`src/rtl/ax_adder_pkg.sv`:
```
// Shared defaults and the exact reference adder for the approximate streaming adder.
package ax_adder_pkg;

    localparam int unsigned DEF_WIDTH = 16;
    localparam int unsigned DEF_K     = 4;
    localparam int unsigned DEF_CNT_W = 16;
    localparam int unsigned REF_W     = 64;

    // Exact {carry, sum} of a + b + cin; callers narrower than REF_W zero-extend
    // operands and read their carry at bit position WIDTH.
    function automatic logic [REF_W:0] ref_add(
        input logic [REF_W-1:0] a,
        input logic [REF_W-1:0] b,
        input logic             cin
    );
        return (REF_W+1)'(a) + (REF_W+1)'(b) + (REF_W+1)'(cin);
    endfunction

endpackage

```
`src/rtl/bk_prefix_approx.sv`:
```
// Brent-Kung carry network; in approximate mode the low K bits generate only.
module bk_prefix_approx #(
    parameter int unsigned WIDTH = 16,
    parameter int unsigned K     = 4
) (
    input  logic [WIDTH-1:0] p,
    input  logic [WIDTH-1:0] g,
    input  logic             cin,
    input  logic             approx,
    output logic [WIDTH:0]   carry
);

    logic [WIDTH-1:0] gg;
    logic [WIDTH-1:0] pp;
    logic             kill_low;
    logic             c0;

    always_comb begin
        gg       = g;
        pp       = p;
        kill_low = approx && (K > 0);
        c0       = kill_low ? 1'b0 : cin;

        // Killing propagate below K makes bit K-1's prefix equal g_{K-1},
        // which then seeds the exact upper prefix.
        for (int i = 0; i < int'(WIDTH); i++) begin
            if (kill_low && (i < int'(K))) begin
                pp[i] = 1'b0;
            end
        end

        gg[0] = gg[0] | (pp[0] & c0);

        // Up-sweep: group terms at indices 2d-1, 4d-1, ...
        for (int d = 1; d < int'(WIDTH); d = d * 2) begin
            for (int i = 2 * d - 1; i < int'(WIDTH); i = i + 2 * d) begin
                gg[i] = gg[i] | (pp[i] & gg[i-d]);
                pp[i] = pp[i] & pp[i-d];
            end
        end

        // Down-sweep: fill the remaining prefixes from the completed ones.
        for (int d = int'(WIDTH); d >= 1; d = d / 2) begin
            for (int i = 3 * d - 1; i < int'(WIDTH); i = i + 2 * d) begin
                gg[i] = gg[i] | (pp[i] & gg[i-d]);
                pp[i] = pp[i] & pp[i-d];
            end
        end

        carry = {gg, c0};
    end

endmodule

```
`src/rtl/approx_bk_adder_pipe.sv`:
```
// Two-stage valid/ready approximate Brent-Kung adder with per-beat error flag and counter.
module approx_bk_adder_pipe
    import ax_adder_pkg::*;
#(
    parameter int unsigned WIDTH = DEF_WIDTH,
    parameter int unsigned K     = DEF_K,
    parameter int unsigned CNT_W = DEF_CNT_W
) (
    input  logic             Clk,
    input  logic             Rst_n,
    input  logic             In_Valid,
    output logic             In_Ready,
    input  logic [WIDTH-1:0] A,
    input  logic [WIDTH-1:0] B,
    input  logic             Carry_in,
    input  logic             Approx_En,
    output logic             Out_Valid,
    input  logic             Out_Ready,
    output logic [WIDTH-1:0] Sum,
    output logic             Carry_Out,
    output logic             Err,
    output logic [CNT_W-1:0] Err_Count,
    input  logic             Clr_Count
);

    localparam logic [CNT_W-1:0] CNT_MAX = {CNT_W{1'b1}};

    logic             s1_valid;
    logic [WIDTH-1:0] s1_a;
    logic [WIDTH-1:0] s1_b;
    logic             s1_cin;
    logic             s1_approx;

    logic             s1_load;
    logic             s2_load;

    logic [WIDTH-1:0] p;
    logic [WIDTH-1:0] g;
    logic [WIDTH:0]   carry_ax;
    logic [WIDTH:0]   carry_ex;
    logic [WIDTH-1:0] sum_ax;
    logic [WIDTH-1:0] sum_ex;
    logic             err_now;

    always_comb begin
        s2_load  = !Out_Valid || Out_Ready;
        s1_load  = !s1_valid || s2_load;
        In_Ready = s1_load;
    end

    // Stage 1: operand capture
    always_ff @(posedge Clk or negedge Rst_n) begin
        if (!Rst_n) begin
            s1_valid  <= 1'b0;
            s1_a      <= '0;
            s1_b      <= '0;
            s1_cin    <= 1'b0;
            s1_approx <= 1'b0;
        end else if (s1_load) begin
            s1_valid <= In_Valid;
            if (In_Valid) begin
                s1_a      <= A;
                s1_b      <= B;
                s1_cin    <= Carry_in;
                s1_approx <= Approx_En;
            end
        end
    end

    always_comb begin
        p = s1_a ^ s1_b;
        g = s1_a & s1_b;
    end

    bk_prefix_approx #(
        .WIDTH (WIDTH),
        .K     (K)
    ) u_prefix_ax (
        .p      (p),
        .g      (g),
        .cin    (s1_cin),
        .approx (s1_approx),
        .carry  (carry_ax)
    );

    // Reference network: K=0 is always exact and honours Carry_in.
    bk_prefix_approx #(
        .WIDTH (WIDTH),
        .K     (0)
    ) u_prefix_ex (
        .p      (p),
        .g      (g),
        .cin    (s1_cin),
        .approx (1'b0),
        .carry  (carry_ex)
    );

    always_comb begin
        sum_ax  = p ^ carry_ax[WIDTH-1:0];
        sum_ex  = p ^ carry_ex[WIDTH-1:0];
        err_now = {carry_ax[WIDTH], sum_ax} != {carry_ex[WIDTH], sum_ex};
    end

    // Stage 2: result registers; a bubble only clears Out_Valid
    always_ff @(posedge Clk or negedge Rst_n) begin
        if (!Rst_n) begin
            Out_Valid <= 1'b0;
            Sum       <= '0;
            Carry_Out <= 1'b0;
            Err       <= 1'b0;
        end else if (s2_load) begin
            Out_Valid <= s1_valid;
            if (s1_valid) begin
                Sum       <= sum_ax;
                Carry_Out <= carry_ax[WIDTH];
                Err       <= err_now;
            end
        end
    end

    // Saturating mismatch counter; clear wins over a same-cycle increment
    always_ff @(posedge Clk or negedge Rst_n) begin
        if (!Rst_n) begin
            Err_Count <= '0;
        end else if (Clr_Count) begin
            Err_Count <= '0;
        end else if (Out_Valid && Out_Ready && Err && (Err_Count != CNT_MAX)) begin
            Err_Count <= Err_Count + CNT_W'(1);
        end
    end

endmodule

```
`config.mk`:
```
export PLATFORM = sky130hd
export DESIGN_NAME = approx_bk_adder_pipe
export DESIGN_NICKNAME = d
export VERILOG_FILES = /design/src/rtl/ax_adder_pkg.sv /design/src/rtl/bk_prefix_approx.sv /design/src/rtl/approx_bk_adder_pipe.sv
export SDC_FILE = /design/constraint.sdc
export NUM_CORES = 1
export LEC_CHECK = 0
export ABC_AREA = 0
export BUFFER_PORTS_ARGS = -buffer_cell sky130_fd_sc_hd__buf_2
export CAP_MARGIN = 20
export CORE_AREA = 5 5 108 110
export CTS_CLUSTER_DIAMETER = 50
export CTS_CLUSTER_SIZE = 8
export DETAILED_ROUTE_END_ITERATION = 7
export DIE_AREA = 0 0 113 115
export PLACE_DENSITY = 0.69
export REMOVE_ABC_BUFFERS = 1
export SYNTH_ARGS = -nofsm -noshare
export SYNTH_HDL_FRONTEND = slang
export SYNTH_HIERARCHICAL = 1
export SYNTH_SLANG_ARGS = --single-unit
export TNS_END_PERCENT = 10
```
`constraint.sdc`:
```
create_clock -name Clk -period 2.5 [get_ports Clk]
set_clock_uncertainty 0.2 [all_clocks]
set_input_delay 0 -clock Clk [delete_from_list [all_inputs] [get_ports Clk]]
set_output_delay 0 -clock Clk [all_outputs]
set_load 0.01 [all_outputs]
```
==> flow_results.org <==
** Layout
- Synth-to-Final Area Change :: 42.6%
- The number of antenna diodes in the final layout is 0.
- Non-filler instance count after layout :: 716
- After routing the design area is 5920 sq um.
- Cells with a size suffix above 1 make up 41.1% of the layout.
- Area of the multi-input gates :: 2470 sq um
- Total area of sequential cells :: 1750 sq um
- Fill cells in the final layout number 934.
- Final-stage net count :: 627

** Worst setup path
- The startpoint identified for the worst register-to-register timing path is s1_a[3].
- Arrival time of the worst setup path :: 2.81 ns
- The worst setup path is captured at a register.
- The worst setup path is launched from a register.
- Data on the critical path is required at its endpoint by 2.52 ns.
- Critical path launch point :: s1_a[3]
- Path depth of the worst reg2reg path :: 10
- The critical path in this run is classified as reg2reg.
- Maximum net fanout on the critical path :: 5

** Drt
- In the routed layout, each cell is associated on average with a via count of 5.08.
- Dividing the detail-routed wire length by the instance count gives 14.4 microns.
- The detailed router finished its first iteration with 292 violations.
- In the routed design, unresolved DRC markers number 0.
- The pre-antenna-repair detailed-routing pass consisted of 4 iterations.
- Via total after detailed routing :: 3636
- Total length of routed wires :: 10300 microns
- In this run the remaining antenna-violating nets after routing total 0.

** Clock tree
- Worst skew pair latency :: 0.35 ns
- Clock slew at the register clock pins of the worst setup and hold paths :: 0.07 ns
- Total clock buffers created by CTS :: 9
- CTS Sinks :: 70
- H-tree levels :: 3
- CTS Buffer Depth :: 2
- The tree is rooted in a sky130_fd_sc_hd__clkbuf_8.
- Clock tree from TritonCTS :: yes

** Global route
- Met2 layer usage reported by global route :: 28.2%
- The via count of the first global-routing pass was 3693.
- Global routing consumed, on the met1 layer, 20.3% of the routing resources.
- Global routing's busiest layer :: met2
- Number of antenna violations at the first check in global routing :: 0
- GR Overflow Total :: 0
- GR Util All Layers :: 16.5%
- Wire length of the first global-routing pass :: 17400 microns
- In the global route stage, met3 resource usage came out at 4.32%.
- Maximum number of pins on one net before global-route repair :: 35

** STA
- Setup repair after global routing could not meet its margin everywhere.
- The total count of hold-check failures in the final report is 0.
- Measured against its own limit, the worst slew margin works out to 40.7%.
- Timing-limited maximum frequency :: 359 MHz
- Final Max Tran Viols :: 0
- Setup violations remaining at the end of the flow were counted as 4.
- At the pin with the least slew margin, the transition time is 0.887 ns.
- Across all setup checks in the final design, the least slack found is -0.284 ns.
- Period Utilization, post-route :: 111%
- After layout, the minimum clock period comes to 2.78 ns.

** Floorplan
- Floorplan die area :: 13000 sq um
- The die is 113 microns wide.
- Ports placed on the boundary :: 75
- CORE AREA :: 10600 sq um
- Initial Util :: 39.2%
- Placement Rows :: 38
- Die height :: 115 microns

** Placement
- Half-perimeter wire length after placement :: 7430 microns
- At the end of routability-driven placement, the weighted congestion stood at 0.862.
- Once placement completed, the tool counted placed cells totaling 653.
- Buffers on Ports :: 74
- Post-DP Area :: 5100 sq um

** Yosys
- Post-synthesis instance area :: 4150 sq um
- Cell count after synthesis :: 391
- Mean area per synthesized cell :: 10.6 sq um
- For this run, the number of Yosys warnings is 6.

** Power and ir drop
- For this design the ratio of total power to cell area is 765 nW/um^2.
- In this run the static leakage power is 2.78 nW.
- Worst ir drop on vdd :: 521 uV

** Flow run
- Max-cap violations in this run came to 0.

** Run status
- Status :: complete, but fails checks
- Violations in the final reports :: negative setup slack

** Hold path
- The worst hold path belongs to the class in2async.
-- cell type report --
cell class              count  area share [%]
repair buffers            182            22.0
well taps                 140            2.96
flip-flops and latches     70            29.6
inverters                  10           0.634
clock buffers              13            2.85
clock inverters             3           0.296
multi-input cells         298            41.7
-- layer usage --
| layer | wire, microns | up-vias |
|---|---|---|
| met5 | 0 | - |
| met4 | 131 | 0 |
| met3 | 624 | 13 |
| met2 | 5180 | 92 |
| met1 | 4400 | 1748 |
| li1 | - | 1783 |
-- repair_timing --
item	in CTS	in global routing
pin swaps	19	15
gates cloned	0	0
buffers inserted	4	4
hold buffers	40	0
hold endpoints to repair	120	0
resized for setup	17	15
endpoints found under the setup margin	5	6
-- critical path, cell delays in order, from the launching register on --
cell and delay [ns]:
sky130_fd_sc_hd__dfrtp_1 0.41, sky130_fd_sc_hd__ha_4 0.29, sky130_fd_sc_hd__nor2b_4 0.15, sky130_fd_sc_hd__o2111ai_2 0.14, sky130_fd_sc_hd__a211o_4 0.39, sky130_fd_sc_hd__a32oi_4 0.25
sky130_fd_sc_hd__a221o_1 0.25, sky130_fd_sc_hd__xnor2_2 0.12, sky130_fd_sc_hd__nand4_1 0.11, sky130_fd_sc_hd__nor3_2 0.20, sky130_fd_sc_hd__a41oi_2 0.14
-- placed cells by master (no fill, tap or decap), drive strengths merged, types with 2 or more instances in the layout --
cell,instances
mux2,45
o21ai,25
buf,142
dfrtp,70
a21o,16
xnor2,31
a2111oi,2
a31o,4
nand4,12
a211oi,2
nand2b,4
or4,3
nand2,31
clkinv,2
xor2,2
ha,17
o21a,4
and3,9
nor2b,13
a211o,3
o31ai,3
clkbuf,13
nor3,3
o21bai,5
a21oi,22
nand3,11
nor2,14
dlygate4sd3,40
inv,10
and4,3
-- through the flow --
| stage | hold slack (ns) | total power, mW | worst slack, ns | TNS (ns) | utilization [%] |
|---|---|---|---|---|---|
| after floorplan | -0.496 | 2.62 | -0.200 | -0.200 | - |
| final | 0.000846 | 4.53 | -0.284 | -0.381 | 55.9 |
| after global routing | 0.0187 | 4.85 | -0.409 | -0.814 | 55.9 |
| after global placement | -0.203 | 3.39 | -0.289 | -0.367 | 48.1 |
| after detailed placement | -0.204 | 3.42 | -0.348 | -0.538 | 48.1 |
| after CTS | 0.00846 | 4.48 | -0.229 | -0.289 | 54.9 |
-- worst paths after layout --
path,to,slack [ns]
min in group Clk,s1_b[9],0.21
hold reg to reg,Sum[2],0.28
setup / recovery,Err,-0.28
max in group asynchronous,Err_Count[4],0.80
hold / removal,Sum[10],0.0008
setup reg to reg,Err,-0.28
-- state kept, by name, summed over array words and instances (netlist names) --
name	cells
s1_b	16
s1_a	16
Err	1
s1_cin	1
Sum	16
s1_valid	1
s1_approx	1
Carry_Out	1
Out_Valid	1
Err_Count	16
-- power breakdown --
group          switching, mW  total (mW)  internal, mW
clock network          0.416       0.854         0.438
registers              0.148        1.50          1.35
logic                  0.992        2.18          1.19
Note: power is estimated with default switching activity, not from simulation.
